==> src/rtl/sy_pkg.sv <==
// Shared types and widths for the fetch queue.
package sy_pkg;

  localparam int unsigned AWTH = 32;
  localparam int unsigned IWTH = 32;
  localparam int unsigned CAUSE_WTH = 5;

  // Fetch exception descriptor.
  typedef struct packed {
    logic                 valid;
    logic [CAUSE_WTH-1:0] cause;
  } excp_t;

  // One buffered fetch result.
  typedef struct packed {
    logic [AWTH-1:0] pc;
    logic [AWTH-1:0] npc;
    logic [IWTH-1:0] instr;
    logic            is_c;
    excp_t           excp;
  } fq_entry_t;

endpackage

==> src/rtl/sy_fifo_ptr.sv <==
// Pointer and occupancy manager for a power-of-two circular buffer.
// Flush has priority over push/pop and returns everything to zero.
module sy_fifo_ptr #(
  parameter int unsigned DEPTH   = 4,
  parameter int unsigned CNT_WTH = $clog2(DEPTH) + 1
) (
  input  logic                     clk,
  input  logic                     rst_n,
  input  logic                     push,
  input  logic                     pop,
  input  logic                     flush,
  output logic [$clog2(DEPTH)-1:0] wr_ptr,
  output logic [$clog2(DEPTH)-1:0] rd_ptr,
  output logic [CNT_WTH-1:0]       cnt,
  output logic                     full,
  output logic                     empty
);

  localparam int unsigned PTR_WTH = $clog2(DEPTH);

  // Pointers wrap naturally at DEPTH; count tracks push/pop imbalance.
  always_ff @(posedge clk or negedge rst_n) begin
    if (!rst_n) begin
      wr_ptr <= '0;
      rd_ptr <= '0;
      cnt    <= '0;
    end else if (flush) begin
      wr_ptr <= '0;
      rd_ptr <= '0;
      cnt    <= '0;
    end else begin
      if (push) wr_ptr <= wr_ptr + PTR_WTH'(1);
      if (pop)  rd_ptr <= rd_ptr + PTR_WTH'(1);
      case ({push, pop})
        2'b10:   cnt <= cnt + CNT_WTH'(1);
        2'b01:   cnt <= cnt - CNT_WTH'(1);
        default: cnt <= cnt;
      endcase
    end
  end

  assign full  = (cnt == CNT_WTH'(DEPTH));
  assign empty = (cnt == '0);

endmodule

==> src/rtl/sy_ppl_fet_queue.sv <==
// Fetch-to-decode instruction queue. Stops accepting after a faulting
// entry is queued until the next flush.
// Optional: define SY_FET_QUEUE_BYPASS_EN for a zero-latency path from
// fetch to decode when the queue is empty.
module sy_ppl_fet_queue
  import sy_pkg::*;
#(
  parameter int unsigned DEPTH   = 4,
  parameter int unsigned CNT_WTH = $clog2(DEPTH) + 1
) (
  input  logic               clk_i,
  input  logic               rst_i,
  input  logic               flush_i,
  input  logic               fet_fq__vld_i,
  output logic               fq_fet__rdy_o,
  input  logic [AWTH-1:0]    fet_fq__pc_i,
  input  logic [AWTH-1:0]    fet_fq__npc_i,
  input  logic [IWTH-1:0]    fet_fq__instr_i,
  input  logic               fet_fq__is_compressed_i,
  input  excp_t              fet_fq__excp_i,
  output logic               fq_dec__vld_o,
  input  logic               dec_fq__rdy_i,
  output logic [AWTH-1:0]    fq_dec__pc_o,
  output logic [AWTH-1:0]    fq_dec__npc_o,
  output logic [IWTH-1:0]    fq_dec__instr_o,
  output logic               fq_dec__is_compressed_o,
  output excp_t              fq_dec__excp_o,
  output logic [CNT_WTH-1:0] fq__cnt_o
);

  localparam int unsigned PTR_WTH = $clog2(DEPTH);

  typedef enum logic {FQ_RUN, FQ_FENCE} fq_state_e;

  fq_state_e          state;
  fq_entry_t          mem [DEPTH];
  fq_entry_t          in_entry;
  fq_entry_t          head;
  logic [PTR_WTH-1:0] wr_ptr;
  logic [PTR_WTH-1:0] rd_ptr;
  logic [CNT_WTH-1:0] cnt;
  logic               full;
  logic               empty;
  logic               push_hs;
  logic               push_arr;
  logic               pop_arr;
  logic               byp;

  assign in_entry.pc    = fet_fq__pc_i;
  assign in_entry.npc   = fet_fq__npc_i;
  assign in_entry.instr = fet_fq__instr_i;
  assign in_entry.is_c  = fet_fq__is_compressed_i;
  assign in_entry.excp  = fet_fq__excp_i;

  // Acceptance depends only on registered state and count.
  assign fq_fet__rdy_o = (state == FQ_RUN) && !full;
  assign push_hs       = fet_fq__vld_i && fq_fet__rdy_o;

`ifdef SY_FET_QUEUE_BYPASS_EN
  // Empty queue forwards the fetch entry straight to decode.
  assign byp = empty && (state == FQ_RUN) && !flush_i && fet_fq__vld_i;
`else
  assign byp = 1'b0;
`endif

  // A bypassed entry taken by decode never touches the array.
  assign push_arr = push_hs && !(byp && dec_fq__rdy_i);
  assign pop_arr  = !empty && dec_fq__rdy_i;

  sy_fifo_ptr #(
    .DEPTH   (DEPTH),
    .CNT_WTH (CNT_WTH)
  ) u_ptr (
    .clk    (clk_i),
    .rst_n  (rst_i),
    .push   (push_arr),
    .pop    (pop_arr),
    .flush  (flush_i),
    .wr_ptr (wr_ptr),
    .rd_ptr (rd_ptr),
    .cnt    (cnt),
    .full   (full),
    .empty  (empty)
  );

  // Entry storage; flush leaves contents alone since pointers are reset.
  always_ff @(posedge clk_i or negedge rst_i) begin
    if (!rst_i) begin
      for (int i = 0; i < int'(DEPTH); i++) mem[i] <= '0;
    end else if (push_arr && !flush_i) begin
      mem[wr_ptr] <= in_entry;
    end
  end

  // RUN/FENCE control: fence on a queued fault, release only on flush.
  always_ff @(posedge clk_i or negedge rst_i) begin
    if (!rst_i) begin
      state <= FQ_RUN;
    end else begin
      case (state)
        FQ_RUN: begin
          if (!flush_i && push_hs && fet_fq__excp_i.valid) state <= FQ_FENCE;
        end
        FQ_FENCE: begin
          if (flush_i) state <= FQ_RUN;
        end
        default: state <= FQ_RUN;
      endcase
    end
  end

  assign head = byp ? in_entry : mem[rd_ptr];

  assign fq_dec__vld_o           = !empty || byp;
  assign fq_dec__pc_o            = head.pc;
  assign fq_dec__npc_o           = head.npc;
  assign fq_dec__instr_o         = head.instr;
  assign fq_dec__is_compressed_o = head.is_c;
  assign fq_dec__excp_o          = head.excp;
  assign fq__cnt_o               = cnt;

endmodule

==> config.mk <==
export PLATFORM = sky130hd
export DESIGN_NAME = sy_ppl_fet_queue
export DESIGN_NICKNAME = d
export VERILOG_FILES = /design/src/rtl/sy_pkg.sv /design/src/rtl/sy_fifo_ptr.sv /design/src/rtl/sy_ppl_fet_queue.sv
export SDC_FILE = /design/constraint.sdc
export NUM_CORES = 1
export LEC_CHECK = 0
export ABC_AREA = 1
export CORE_MARGIN = 3
export CORE_UTILIZATION = 34
export CTS_CLUSTER_SIZE = 40
export DETAILED_ROUTE_END_ITERATION = 10
export PLACE_DENSITY = 0.61
export SLEW_MARGIN = 20
export SYNTH_ARGS = -nofsm -noshare
export SYNTH_HDL_FRONTEND = slang
export SYNTH_SLANG_ARGS = --single-unit
==> constraint.sdc <==
create_clock -name clk_i -period 1.7 [get_ports clk_i]
set_input_delay 0.34 -clock clk_i [delete_from_list [all_inputs] [get_ports clk_i]]
set_output_delay 0.34 -clock clk_i [all_outputs]
set_load 0.03 [all_outputs]
* After elaboration in Yosys (flattened, before gate mapping)
Index checks and enable logic that the tools add are counted.
** Storage, ports and cells
- Input bits :: 108
- Register bits :: 420
- Output and inout port bits :: 108
** Operators by class
- Bitwise logic cells :: 3
- Equal/unequal tests :: 3
- Muxes and demuxes :: 15
- Add/sub/neg operators :: 4
- Reductions and logical operators :: 13
- Order comparisons :: 3
** Operator list (count)
- bitwise mux 412 bit :: 1
- two-way mux 103 bit :: 3
- binary-select mux 103 bit (select 2 bit) :: 1
- demux 103 bit (select 2 bit) :: 1
- two-way mux 2 bit :: 4
- greater-or-equal comparator 3 bit, second input constant :: 2
- logical AND 1 bit :: 6
- inverter 2 -> 3 bit :: 2
- case mux 3 bit (2 select lines) :: 1
- adder 2 x 1 -> 2 bit, second input constant :: 2
- nonzero test 2 bit :: 2
- adder 3 x 1 -> 3 bit, second input constant :: 1
- == test 3 bit, second input constant :: 1
- zero test 1 bit :: 3
- zero test 3 bit :: 1
- less-than comparator 3 x 1 -> 1 bit, second input constant :: 1
- two-way mux 3 bit :: 1
- nonzero test 3 bit :: 1
- subtractor 3 x 1 -> 3 bit, second input constant :: 1
- == test 2 x 1 -> 1 bit, second input constant :: 1
- == test 2 bit, second input constant :: 1
- two-way mux 1 bit :: 2
- case mux 1 bit (2 select lines) :: 1
- inverter 1 bit :: 1

* Longest topological paths before layout
- Depth after elaboration :: 8
- Mapped depth :: 13
- Depth with buffers taken out :: 13

* By module
From an unflattened synthesis, not the netlist that was laid out.
** Unflattened totals
- Cell total of the unflattened synthesis :: 2395
- Area total of the unflattened synthesis :: 18705.4 um^2
** By module, submodules not included
- sy_ppl_fet_queue :: instances 1, cells an instance 2349, area each 18330.1 um^2, sequential area each 10334.9 um^2
- sy_fifo_ptr :: instances 1, cells an instance 46, area each 375.4 um^2, sequential area each 175.2 um^2

* Worst setup path before layout
No wires, ideal clock.
- Path kind :: reg2out
- From :: register u_ptr.rd_ptr[0]
- To :: output fq_dec__pc_o[10]
- Data arrival time :: 1.686 ns
- Stages on the path, launching flop included :: 8
- Path slack :: -0.326 ns
- Path buffers :: 4
- Cell sequence :: dfrtp_1 buf_2 buf_2 inv_2 buf_2 buf_2 o21ai_0 o22ai_1
** Between the ends
- Word-level cells in the longest chain between the ends :: 4
** Ends and longest elaborated chain
- start, declared :: line sy_fifo_ptr.sv:13 : output logic [$clog2(DEPTH)-1:0] rd_ptr,
- start signal, assigned :: line sy_fifo_ptr.sv:33 : if (pop) rd_ptr <= rd_ptr + PTR_WTH'(1);
- inverter 2 -> 3 bit (not written as such) :: line sy_ppl_fet_queue.sv:112 : assign head = byp ? in_entry : mem[rd_ptr];
- binary-select mux 103 bit (select 2 bit) :: line sy_ppl_fet_queue.sv:112
- two-way mux 103 bit (not written as such) (2 in a row) :: line sy_ppl_fet_queue.sv:112
- end, declared :: line sy_ppl_fet_queue.sv:23 : output logic [AWTH-1:0] fq_dec__pc_o,
No other way between the ends. The select of a mux whose other input is x is not followed.

* Worst setup path after layout
- From :: register u_ptr.rd_ptr[0]
- To :: output fq_dec__npc_o[2]
** Between the ends
- Word-level cells in the longest chain between the ends :: 4
** Ends and longest elaborated chain
- inverter 2 -> 3 bit (not written as such) :: line sy_ppl_fet_queue.sv:112
- binary-select mux 103 bit (select 2 bit) :: line sy_ppl_fet_queue.sv:112
- two-way mux 103 bit (not written as such) (2 in a row) :: line sy_ppl_fet_queue.sv:112
- end, declared :: line sy_ppl_fet_queue.sv:24 : output logic [AWTH-1:0] fq_dec__npc_o,
No other way between the ends. The select of a mux whose other input is x is not followed.

==> reports/results.tsv <==
stage	metric	value	unit
power_and_ir_drop	Comb pwr share	47.1	%
clock_tree	CTS max path bufs	3	
sta	final hold violation count	0	
min_path	Hold Path Class	input pin to asynchronous set/reset pin	
die	Initial Util	34.7	%
sta	Worst-Margin Slew	465	ps
power_and_ir_drop	clock network power share	20.7	%
clock_tree	clk_lat worst skew	570	ps
sta	setup TNS	-67780	ps
die	die area	57100	um^2
final_layout	most frequent cells in the layout	428 x nand2_1, 415 x dfrtp_1, 253 x o21ai_0	
sta	slew margin rel.	69.0	%
routing	via count	15727	
grt	GR Overflow Total	0	
logic_synthesis	Yosys reg bits	420	
power_and_ir_drop	Sequential Power Share	32.2	%
final_layout	nets@finish	2483	
logic_synthesis	Synth Cell Area	18400	um^2
routing	DR pass1 iterations	6	
power_and_ir_drop	Pwr Density	1950	nW/um^2
run	Max Cap Viol	0	
routing	# DRC	0	
grt	gr usage total	18.8	%
critical_path	R2R setup slack	-70	ps
logic_synthesis	Netlist cell types	27	
final_layout	Seq. cell area	10500	um^2
clock_tree	clock slew at reported path FFs	60	ps
power_and_ir_drop	switching part of the total	39.3	%
run_status	failing checks	setup timing	
sta	PnR worst setup slack	-684	ps
power_and_ir_drop	Int Power	31.7	mW
clock_tree	cts bufs inserted	48	
die	I/O pin count	216	
die	Site Rows	84	
grt	wire length of the first global-routing pass	86400	um
logic_synthesis	sequential fraction of the synthesis area	57.0	%
grt	pin count of the biggest net entering global routing	67	
critical_path	Worst Setup End Kind	output pin	
logic_synthesis	Syn Area/Cell	8.88	um^2
placed_design	DP HPWL	33100	um
routing	final wirelength	55200	um
final_layout	most common cell after layout, fill and taps aside	nand2_1	
clock_tree	CTS sink cnt	420	
grt	vias in the first global route	15900	
power_and_ir_drop	Leak	12.1	nW
die	Core ar.	53100	um^2
clock_tree	Root Buffer	clkbuf_16	
logic_synthesis	yosys warns	0	
power_and_ir_drop	Sw Pwr	20.5	mW
placed_design	dpl cell area	23500	um^2
sta	Tmin final	2380	ps
routing	first-iteration detailed-routing DRC count	1210	
final_layout	fillers	4739	
placed_design	dpl cells	2991	
routing	Detail Route Antenna Nets	0	
die	Die W	239	um
sta	RSZ-0062 raised after global routing	true	
sta	Final Max Slew Viols	0	
clock_tree	CTS tree	yes	
power_and_ir_drop	post-route total power	52.2	mW
sta	Tcrit/Tclk final	140	%
final_layout	Post-Layout Cell Count	3095	
logic_synthesis	syn_nets	2190	
die	Die Ht	239	um
critical_path	peak fanout along the critical path	19	
critical_path	Setup crit start kind	flip-flop	
final_layout	layout cells sized above 1	28.8	%
routing	Via density	5.08	
final_layout	Synth-to-Final Area Change	44.8	%
clock_tree	# H-tree levels	2	
routing	Wirelength per Cell	17.8	um
placed_design	PortBufs	215	
critical_path	crit path DAT	2040	ps
logic_synthesis	Gate Count Post-Synth	2077	
final_layout	fin area	26700	um^2
final_layout	area of the multi-input gates	8680	um^2
critical_path	Crit Path Class	flip-flop to output pin	
placed_design	routability cong.	0.777	
sta	Fmax	419	MHz
sta	final setup vio count	209	
critical_path	CP Data Required Time	1360	ps
run_status	status	complete, but fails checks	
power_and_ir_drop	Max IR drop VDD	1060	uV
grt	initial antenna violation count	1	
sta	worst-case clock skew	16.6	ps
sta	Worst Hold Margin	295	ps
## cell families (layout without fill, tap and decap cells)
kind of cell	count (synthesis)	count (layout)	synth area share, %
adders and majority gates	5	5	0.380
AOI/OAI and AO/OA	727	727	20.9
DFF	420	420	57.0
and+or+nand+nor	657	657	13.8
other	0	2	0
buffers and inverters	268	596	7.86
## per-layer routing
layer	vias to the layer above	part of all wire, %	GRT usage [%]
met5	-	0	0
met4	0	1.6	4.76
met3	59	5.6	3.30
met2	407	48	30.8
met1	7716	45	25.9
li1	7545	-	-
## final timing paths
check                                       startpoint                   end  cells past startpoint
setup / recovery           u_ptr.rd_ptr[0]$_DFFE_PN0P_      fq_dec__npc_o[2]                      6
hold / removal                                   rst_i  mem[387]$_DFFE_PN0P_                      2
setup reg to reg              u_ptr.cnt[2]$_DFFE_PN0P_   mem[40]$_DFFE_PN0P_                      8
hold reg to reg                   mem[189]$_DFFE_PN0P_  mem[189]$_DFFE_PN0P_                      2
max in group asynchronous                        rst_i  mem[363]$_DFFE_PN0P_                      3
min in group clk_i                   fet_fq__excp_i[5]       state$_DFF_PN0_                      3
## power groups by stage
| stage | logic [mW] | registers, mW | clock network, mW |
|---|---|---|---|
| final | 24.6 | 16.8 | 10.8 |
| after global routing | 26.5 | 17.3 | 11.5 |
| after CTS | 23.4 | 16.4 | 11.1 |
| after detailed placement | 22.0 | 16.4 | 0 |
| after global placement | 21.6 | 16.2 | 0 |
| after floorplan | 15.1 | 15.9 | 0 |
## layout make-up
class | count | area share (%)
repair buffers | 398 | 17.0
flip-flops and latches | 420 | 39.4
inverters | 113 | 1.72
clock buffers | 64 | 5.07
clock inverters | 21 | 1.07
diodes | 2 | 0.0187
well taps | 688 | 3.22
multi-input cells | 1389 | 32.5
## cell usage after synthesis
cell type | n | area [um^2]
nand4_1 | 4 | 25.0
a21boi_0 | 1 | 7.51
a21oi_1 | 2 | 10.0
clkbuf_2 | 2 | 10.0
o22ai_1 | 103 | 644
dfrtp_1 | 420 | 10500
nand3_4 | 1 | 17.5
inv_1 | 112 | 420
nor2_2 | 1 | 6.26
nand3b_1 | 1 | 7.51
nand2_2 | 1 | 6.26
clkbuf_1 | 73 | 274
o21ai_1 | 148 | 741
buf_4 | 6 | 45.0
ha_1 | 4 | 50.1
fa_1 | 1 | 20.0
buf_6 | 52 | 586
nand2_4 | 4 | 45.0
inv_2 | 1 | 3.75
o21ai_2 | 24 | 210
nor2_1 | 211 | 792
o21ai_0 | 449 | 2250
nor2_8 | 1 | 20.0
nand3_1 | 2 | 10.0
buf_2 | 22 | 110
nor3b_1 | 1 | 7.51
nand2_1 | 430 | 1610
## critical path, stage by stage, from the launching register on
cell       delay, ps
dfrtp_4          420
buf_12           170
clkinv_16        150
buf_16           200
o21ai_1          220
o22ai_4          100
buf_4            180
## registers in the layout, indices dropped and copies added (netlist names)
register      cells
u_ptr.wr_ptr      2
mem             412
state             1
u_ptr.rd_ptr      2
u_ptr.cnt         3
## through the flow
step                      utilization (%)  setup slack [ps]
after floorplan                         -             -76.5
after global placement               44.3              -401
after detailed placement             44.3              -398
after CTS                            48.3              -747
after global routing                 50.3              -770
final                                50.3              -684
## what timing repair did
action                                  in CTS  in global routing
endpoints found under the hold margin       28                  0
buffers inserted                             3                  1
resized for setup                          212                267
hold buffers                                 1                  0
gates cloned                                 1                 13
endpoints found under the setup margin     306                502
pin swaps                                    3                  1
(Power assumes the default switching activity.)
